==> src/rtl/demorgan_sweep.sv <==
// Self-test sequencer for an external De Morgan gate stage: sweeps {A,B} over all
// four vectors PASSES times and counts mismatches. Optional DEMORGAN_SWEEP_ERRLOG_EN
// adds a record of the first failing vector.
module demorgan_sweep #(
  parameter int PASSES = 1
) (
  input  logic       clk,
  input  logic       rst,
  input  logic       start,
  output logic       A,
  output logic       B,
  input  logic       nAandnB,
  input  logic       npAorB,
  output logic       busy,
  output logic       done,
  output logic [7:0] chk_cnt,
  output logic [7:0] err_cnt,
  output logic       err_flag
`ifdef DEMORGAN_SWEEP_ERRLOG_EN
  ,
  output logic [1:0] first_err,
  output logic       first_err_vld
`endif
);

  typedef enum logic [1:0] {S_IDLE, S_DRIVE, S_CHECK, S_DONE} state_e;

  localparam logic [3:0] LastPass = 4'(PASSES - 1);

  state_e      state_q;
  logic [1:0]  vec_q;
  logic [3:0]  pass_q;
  logic        a_q, b_q, busy_q, done_q;
  logic [7:0]  chk_q, err_q;
  logic        flag_q;

  logic        expected, mismatch;
  logic [7:0]  chk_d, err_d;
  logic [1:0]  vec_d;

  // NOTE: every always_comb output gets a default first so no path can infer a latch.
  always_comb begin
    expected = ~(a_q | b_q);
    mismatch = (nAandnB != expected) || (npAorB != expected);
    chk_d    = (chk_q == 8'hFF) ? chk_q : chk_q + 8'd1;
    err_d    = err_q;
    if (mismatch && err_q != 8'hFF) err_d = err_q + 8'd1;
    vec_d    = vec_q + 2'd1;
  end

`ifdef DEMORGAN_SWEEP_ERRLOG_EN
  logic [1:0] ferr_q;
  logic       fvld_q;

  always_ff @(posedge clk) begin
    if (rst) begin
      ferr_q <= 2'b00;
      fvld_q <= 1'b0;
    end else if (state_q == S_IDLE && start) begin
      ferr_q <= 2'b00;
      fvld_q <= 1'b0;
    end else if (state_q == S_CHECK && mismatch && !fvld_q) begin
      ferr_q <= {a_q, b_q};
      fvld_q <= 1'b1;
    end
  end

  assign first_err     = ferr_q;
  assign first_err_vld = fvld_q;
`endif

  // Outputs are registered: each transition loads the values of the state it enters.
  // NOTE: sequential state uses non-blocking assignments only, so every register
  // samples pre-edge values regardless of statement order.
  always_ff @(posedge clk) begin
    if (rst) begin
      state_q <= S_IDLE;
      vec_q   <= 2'b00;
      pass_q  <= 4'd0;
      a_q     <= 1'b0;
      b_q     <= 1'b0;
      busy_q  <= 1'b0;
      done_q  <= 1'b0;
      chk_q   <= 8'd0;
      err_q   <= 8'd0;
      flag_q  <= 1'b0;
    end else begin
      case (state_q)
        S_IDLE: begin
          if (start) begin
            state_q <= S_DRIVE;
            vec_q   <= 2'b00;
            pass_q  <= 4'd0;
            a_q     <= 1'b0;
            b_q     <= 1'b0;
            busy_q  <= 1'b1;
            chk_q   <= 8'd0;
            err_q   <= 8'd0;
            flag_q  <= 1'b0;
          end
        end
        S_DRIVE: begin
          state_q <= S_CHECK;
        end
        S_CHECK: begin
          chk_q <= chk_d;
          err_q <= err_d;
          if (mismatch) flag_q <= 1'b1;
          if (vec_q != 2'b11) begin
            state_q <= S_DRIVE;
            vec_q   <= vec_d;
            {a_q, b_q} <= vec_d;
          end else if (pass_q < LastPass) begin
            state_q <= S_DRIVE;
            pass_q  <= pass_q + 4'd1;
            vec_q   <= 2'b00;
            {a_q, b_q} <= 2'b00;
          end else begin
            state_q <= S_DONE;
            {a_q, b_q} <= 2'b00;
            busy_q  <= 1'b0;
            done_q  <= 1'b1;
          end
        end
        S_DONE: begin
          state_q <= S_IDLE;
          done_q  <= 1'b0;
        end
        default: begin
          state_q <= S_IDLE;
          busy_q  <= 1'b0;
          done_q  <= 1'b0;
        end
      endcase
    end
  end

  assign A        = a_q;
  assign B        = b_q;
  assign busy     = busy_q;
  assign done     = done_q;
  assign chk_cnt  = chk_q;
  assign err_cnt  = err_q;
  assign err_flag = flag_q;

endmodule

==> config.mk <==
export PLATFORM = sky130hd
export DESIGN_NAME = demorgan_sweep
export DESIGN_NICKNAME = d
export VERILOG_FILES = /design/src/rtl/demorgan_sweep.sv
export SDC_FILE = /design/constraint.sdc
export NUM_CORES = 1
export LEC_CHECK = 0
export ABC_AREA = 1
export CAP_MARGIN = 40
export CORE_MARGIN = 8
export CORE_UTILIZATION = 51
export DETAILED_ROUTE_END_ITERATION = 12
export PLACE_DENSITY = 0.8
export SETUP_SLACK_MARGIN = 0.05
export SYNTH_ARGS = -nofsm -noshare
export SYNTH_HDL_FRONTEND = slang
export SYNTH_SLANG_ARGS = --single-unit
==> constraint.sdc <==
create_clock -name clk -period 1.6 [get_ports clk]
set_input_delay 0.32 -clock clk [delete_from_list [all_inputs] [get_ports clk]]
set_output_delay 0.32 -clock clk [all_outputs]
set_load 0.01 [all_outputs]
==> run metrics, run 1 <==
status=finished, final reports clean; DRT Wirelength=~3100 microns; Worst-path clk slew=roughly 0.14 ns; YS warnings=0; CTS Buffer Depth=2; Hold Crit Depth=2; r2r setup slk=about 0.25 ns; R2R depth=9; ANT nets after route=0; Post-synth ARST share=0%; initial antenna violation count=0; routability congestion estimate=about 0.81; Post-CTS Setup Bufs=0; root buffer cell=clkbuf_4; num rows=19; RSZ-0062 raised after global routing=false; first-pass GRT wire length=roughly 5300 microns; H-tree levels=1; Post-synth EDFFs=0; Power Dens Cells=~630 nW/um^2; LEAKAGE=0.8156 nW; Avg Vias per Cell=~5; worst path bufs/invs=2; Setup Crit Path Kind=register to output pin; vias in the first global route=roughly 1.3k; Worst setup endpoint=err_cnt[0]; DR iter-0 viols=84; Worst Tran Pin Value=0.2503 ns; worst setup path startpoint=err_cnt[0]; wire per inst=roughly 12 microns; Crit Path Max Fanout=4; Die Ht=roughly 68 microns; Tmin final=about 1.4 ns; Num Clock Sinks=25; Reg-to-Reg Start=err_cnt[0]; most frequent cells in the layout=nand2_1, inv_1, a21oi_1, nor2_1, dlygate4sd2_1; Tcrit/Tclk final=87.46%; critical path startpoint category=register; final setup fails=0; final hold violations=0; largest net degree at the start of global routing=19; DP HPWL=between 2000 and 2500 microns; DRC violations left=0; Initial Util=around 52%; Worst-Skew Late Latency=0.32 ns; cells resized by post-CTS repair=between 40 and 50; setup TNS=0 ns; quantity of hold-fixing buffers added after cts=0; cells after synthesis=a little under 200; Max Slew Vio Count=0; Crit Reg-Reg Endpoint=err_cnt[7]; Rel. slew slack=between 80% and 90%; Worst path max stage delay=approximately 0.34 ns; Antenna diodes=0; proportion of layout cells with a drive suffix above 1=20.78%; Layout Skew=0.002901 ns; CP top delay family=buffers and inverters; Core ar.=2663 sq um; CP endpoint kind=output pin; Worst Hold Class=register to register; nets@finish=240; Area Overhead vs Synth=27.23%; Post-Syn Area=about 1400 sq um; FF+latch count, synth=25; detailed-route via count=~1.3k; Max Freq=between 0.7 and 0.8 GHz; WP data arrival=roughly 1.1 ns; crit-path cells=buf_4 -> dlygate4sd2_1; Final WS setup=between 0.2 and 0.25 ns; Filler cells=around 260; commonest non-fill, non-tap cell in the layout=nand2_1; Place WS=roughly 0.014 ns; number of port buffers=25; VDD IR max=roughly 0.48 mV; grt ovf=0; max_cap viols=0; GRT Total Usage=between 10 and 15%; syn_nets=around 210; number of CTS-inserted buffers=3; synth unique cells=30; Most used DFF post-synth=dfxtp_1; TritonCTS clock tree=built; sequential fraction of the synthesis area=a little over a third; syn_area_per_cell=6.974 sq um; Required @ worst endpoint=between 1 and 1.5 ns; IO Count=26; crit path max-delay cell type=dfxtp_1; die area=roughly 4600 sq um; Die W=67.90 microns; DR pass1 iterations=4; Stages on worst setup path=2
-- final cells by class --
| class | count | area (sq um) | share of cell area (%) |
|---|---|---|---|
| clock buffer | 3 | 22.52 | 1.288 |
| clock inverter | 1 | 5.005 | 0.2863 |
| inverter | 24 | 90.09 | 5.154 |
| multi-input combinational | 143 | 757.0 | 43.31 |
| sequential | 25 | 535.5 | 30.64 |
| tap | 31 | 38.79 | 2.219 |
| timing repair buffer | 35 | 299.0 | 17.11 |
-- worst min-delay path by stage --
stage	from	endpoint	slack, ns
after global placement	err_flag	err_flag	0.46
after global routing	busy	busy	0.50
final	err_flag	err_flag	0.48
after floorplan	busy	busy	0.48
after CTS	err_flag	err_flag	0.48
after detailed placement	err_flag	err_flag	0.46
-- kinds of logic (layout without fill, tap and decap cells) --
family | after synthesis | in the layout | share of synthesized area [%]
and+or+nand+nor | 106 | 106 | 37.16
AOI/OAI and AO/OA | 31 | 31 | 13.11
xor gates and xnor gates | 3 | 3 | 1.913
buffers and inverters | 29 | 63 | 8.653
adders and majority gates | 3 | 3 | 2.733
DFF | 25 | 25 | 36.43
-- power by group --
group	switching (mW)	internal [mW]	total (mW)
Sequential	0.0129	0.629	0.642
Combinational	0.103	0.0740	0.177
Clock	0.189	0.0937	0.283
-- Yosys cell counts, drive strengths merged, types with 2 or more instances --
cell type	number	share of area (%)
nand2	51	15
dfxtp	25	36
inv	23	6.3
nor2	23	7.0
a21oi	22	8.8
nand3	22	10
o21ai	5	2.1
nand4	4	2.3
or2	4	1.8
buf	3	1.5
ha	3	2.7
a22oi	2	1.1
clkbuf	2	0.55
o21bai	2	1.1
xnor2	2	1.3
-- sequential cells by signal, indices dropped and copies added (netlist names) --
register,cells
vec_q,2
state_q,2
busy,1
B,1
A,1
chk_cnt,8
err_cnt,8
done,1
err_flag,1
-- routing by layer --
metal	vias to the layer above	track usage, %	share of wire [%]
met5	-	0	0
met4	0	6.650	1.9
met3	5	1.964	3.1
met2	18	26.15	50
met1	602	16.40	45
li1	710	-	-
-- tightest hold or removal path, cell delays in order, from the launching register on --
cell and delay, ns:
dfxtp_1 0.34, nand2_1 0.06, a21oi_1 0.05
-- stage by stage --
step	hold slack (ns)	area [sq um]	instances	utilization [%]	total power, mW
final	0.4775	1748	262	65.65	1.102
after global routing	0.5006	1748	262	65.65	1.152
after CTS	0.4802	1745	262	65.55	1.115
after detailed placement	0.4632	1709	258	64.19	0.8511
after global placement	0.4567	1709	258	64.19	0.8488
after floorplan	0.4831	1374	197	-	0.7734
No activity file was read; power rests on OpenSTA's default activity.
==> run 2: changes to the inputs <==
==> constraint.sdc (replaced) <==
create_clock -name clk -period 1.6 [get_ports clk]
set_input_delay 0.24 -clock clk [delete_from_list [all_inputs] [get_ports clk]]
set_output_delay 0.24 -clock clk [all_outputs]
set_load 0.01 [all_outputs]
==> run 2 against run 1 <==
  * Non-clock buffer count decreased by 2
  * Via count is 1.4% lower
  * Highest routed layer unchanged
  * Clock skew up 0.0016 ns
  * Hold slack improved by 0.0019 ns
  * Clock power down 3%
  * Die area is the same
  * Maximum frequency shrank 6.8%
  * First-iteration DRC count is 30% lower
  * Setup slack got worse by 0.10 ns
  * Core utilization is 0.52 points higher
==> run metrics, run 2 (synthesis gave the netlist of run 1 again) <==
status=finished, final reports clean (unchanged); Layout Skew=0.004539 ns (was 0.002901 ns); H-tree levels=1 (unchanged); nets@finish=238 (was 240); DP HPWL=2301 microns (was 2288 microns); number of port buffers=25 (unchanged); crit path max-delay cell type=clkdlybuf4s50_1 (was dfxtp_1); Power Dens Cells=620.3 nW/um^2 (was 630.6 nW/um^2); Worst Hold Class=register to register (unchanged); CP endpoint kind=output pin (unchanged); max_cap viols=0 (unchanged); Tcrit/Tclk final=93.87% (was 87.46%); final setup fails=0 (unchanged); final hold violations=0 (unchanged); detailed-route via count=1,316 (was 1,335); routability congestion estimate=0.8023 (was 0.8087); Die Ht=67.90 microns (unchanged); Crit Path Max Fanout=6 (was 4); Rel. slew slack=83.24% (was 83.13%); Post-CTS Setup Bufs=0 (unchanged); Num Clock Sinks=25 (unchanged); crit-path cells=clkdlybuf4s50_1 (was buf_4 -> dlygate4sd2_1); Required @ worst endpoint=1.36 ns (was 1.28 ns); total power=1.093 mW (was 1.102 mW); initial antenna violation count=0 (unchanged); Antenna diodes=0 (unchanged); DRT Wirelength=3089 microns (was 3135 microns); CP top delay family=buffers and inverters (unchanged); Area Overhead vs Synth=28.23% (was 27.23%); Die W=67.90 microns (unchanged); critical path startpoint category=register (unchanged); WP data arrival=1.26 ns (was 1.08 ns); Worst Tran Pin Value=0.2488 ns (was 0.2503 ns); Worst-Skew Late Latency=0.31 ns (was 0.32 ns); number of CTS-inserted buffers=3 (unchanged); worst path bufs/invs=1 (was 2); GRT Total Usage=14.45% (was 14.44%); IO Count=26 (unchanged); VDD IR max=0.6316 mV (was 0.4805 mV); Worst path max stage delay=0.55 ns (was 0.34 ns); r2r setup slk=0.17 ns (was 0.25 ns); Initial Util=51.60% (unchanged); commonest non-fill, non-tap cell in the layout=nand2_1 (unchanged); first-pass GRT wire length=5313 microns (was 5319 microns); Max Slew Vio Count=0 (unchanged); TritonCTS clock tree=built (unchanged); ANT nets after route=0 (unchanged); Core ar.=2663 sq um (unchanged); setup TNS=0 ns (unchanged); Worst-path clk slew=0.13 ns (was 0.14 ns); vias in the first global route=1,273 (was 1,296); wire per inst=11.88 microns (was 11.97 microns); die area=4610 sq um (unchanged); most frequent cells in the layout=nand2_1, clkdlybuf4s50_1, inv_1, a21oi_1, nor2_1 (was nand2_1, inv_1, a21oi_1, nor2_1, dlygate4sd2_1); DR pass1 iterations=4 (unchanged); grt ovf=0 (unchanged); root buffer cell=clkbuf_4 (unchanged); DR iter-0 viols=59 (was 84); Setup Crit Path Kind=register to output pin (unchanged); DRC violations left=0 (unchanged); num rows=19 (unchanged); RSZ-0062 raised after global routing=false (unchanged); CTS Buffer Depth=2 (unchanged); largest net degree at the start of global routing=19 (unchanged); proportion of layout cells with a drive suffix above 1=18.78% (was 20.78%); LEAKAGE=0.7275 nW (was 0.8156 nW); Avg Vias per Cell=5.062 (was 5.095); Max Freq=0.6658 GHz (was 0.7146 GHz); Tmin final=1.502 ns (was 1.399 ns)
==> run 2: timing repair <==
item	4_1_cts	5_1_grt
hold buffers	0	0
resized for setup	10	14
endpoints found under the setup margin	10	17
==> run 2: metrics by stage <==
stage | hold slack (ns) | utilization, % | instances | cell area, sq um | setup WS, ns
floorplan | 0.4831 | - | 197 | 1374 | 0.2087
global placement | 0.4557 | 63.63 | 256 | 1694 | 0.07515
detailed placement | 0.4616 | 63.63 | 256 | 1694 | 0.02701
CTS | 0.4811 | 64.90 | 260 | 1728 | 0.05189
global route | 0.4933 | 66.17 | 260 | 1762 | 0.04762
finish | 0.4794 | 66.17 | 260 | 1762 | 0.09805
==> run 2: layout make-up <==
cell class	instances	area, sq um
flip-flops and latches	25	531.8
inverters	24	90.09
well taps	31	38.79
repair buffers	33	310.3
multi-input cells	143	764.5
fillers	242	900.9
clock buffers	4	26.28
==> run 2: path summary, 6_finish.rpt <==
path                     end  depth (start not counted)       start
setup / recovery  err_cnt[6]                          1  err_cnt[6]
hold / removal          busy                          2        busy
setup reg to reg  err_cnt[0]                          8  err_cnt[0]
hold reg to reg         busy                          2        busy
==> run 2: metal layers <==
metal  vias up  wire length (microns)  track usage, %
met5         -                      0               0
met4         0                     19           3.836
met3         2                    103           2.619
met2        13                   1613           27.22
met1       603                   1354           16.24
li1        698                      -               -
==> run 2: report_power, final <==
group	switching [mW]	total, mW	internal (mW)
Combinational	0.102	0.174	0.0720
Sequential	0.0127	0.643	0.630
Clock	0.178	0.275	0.0973
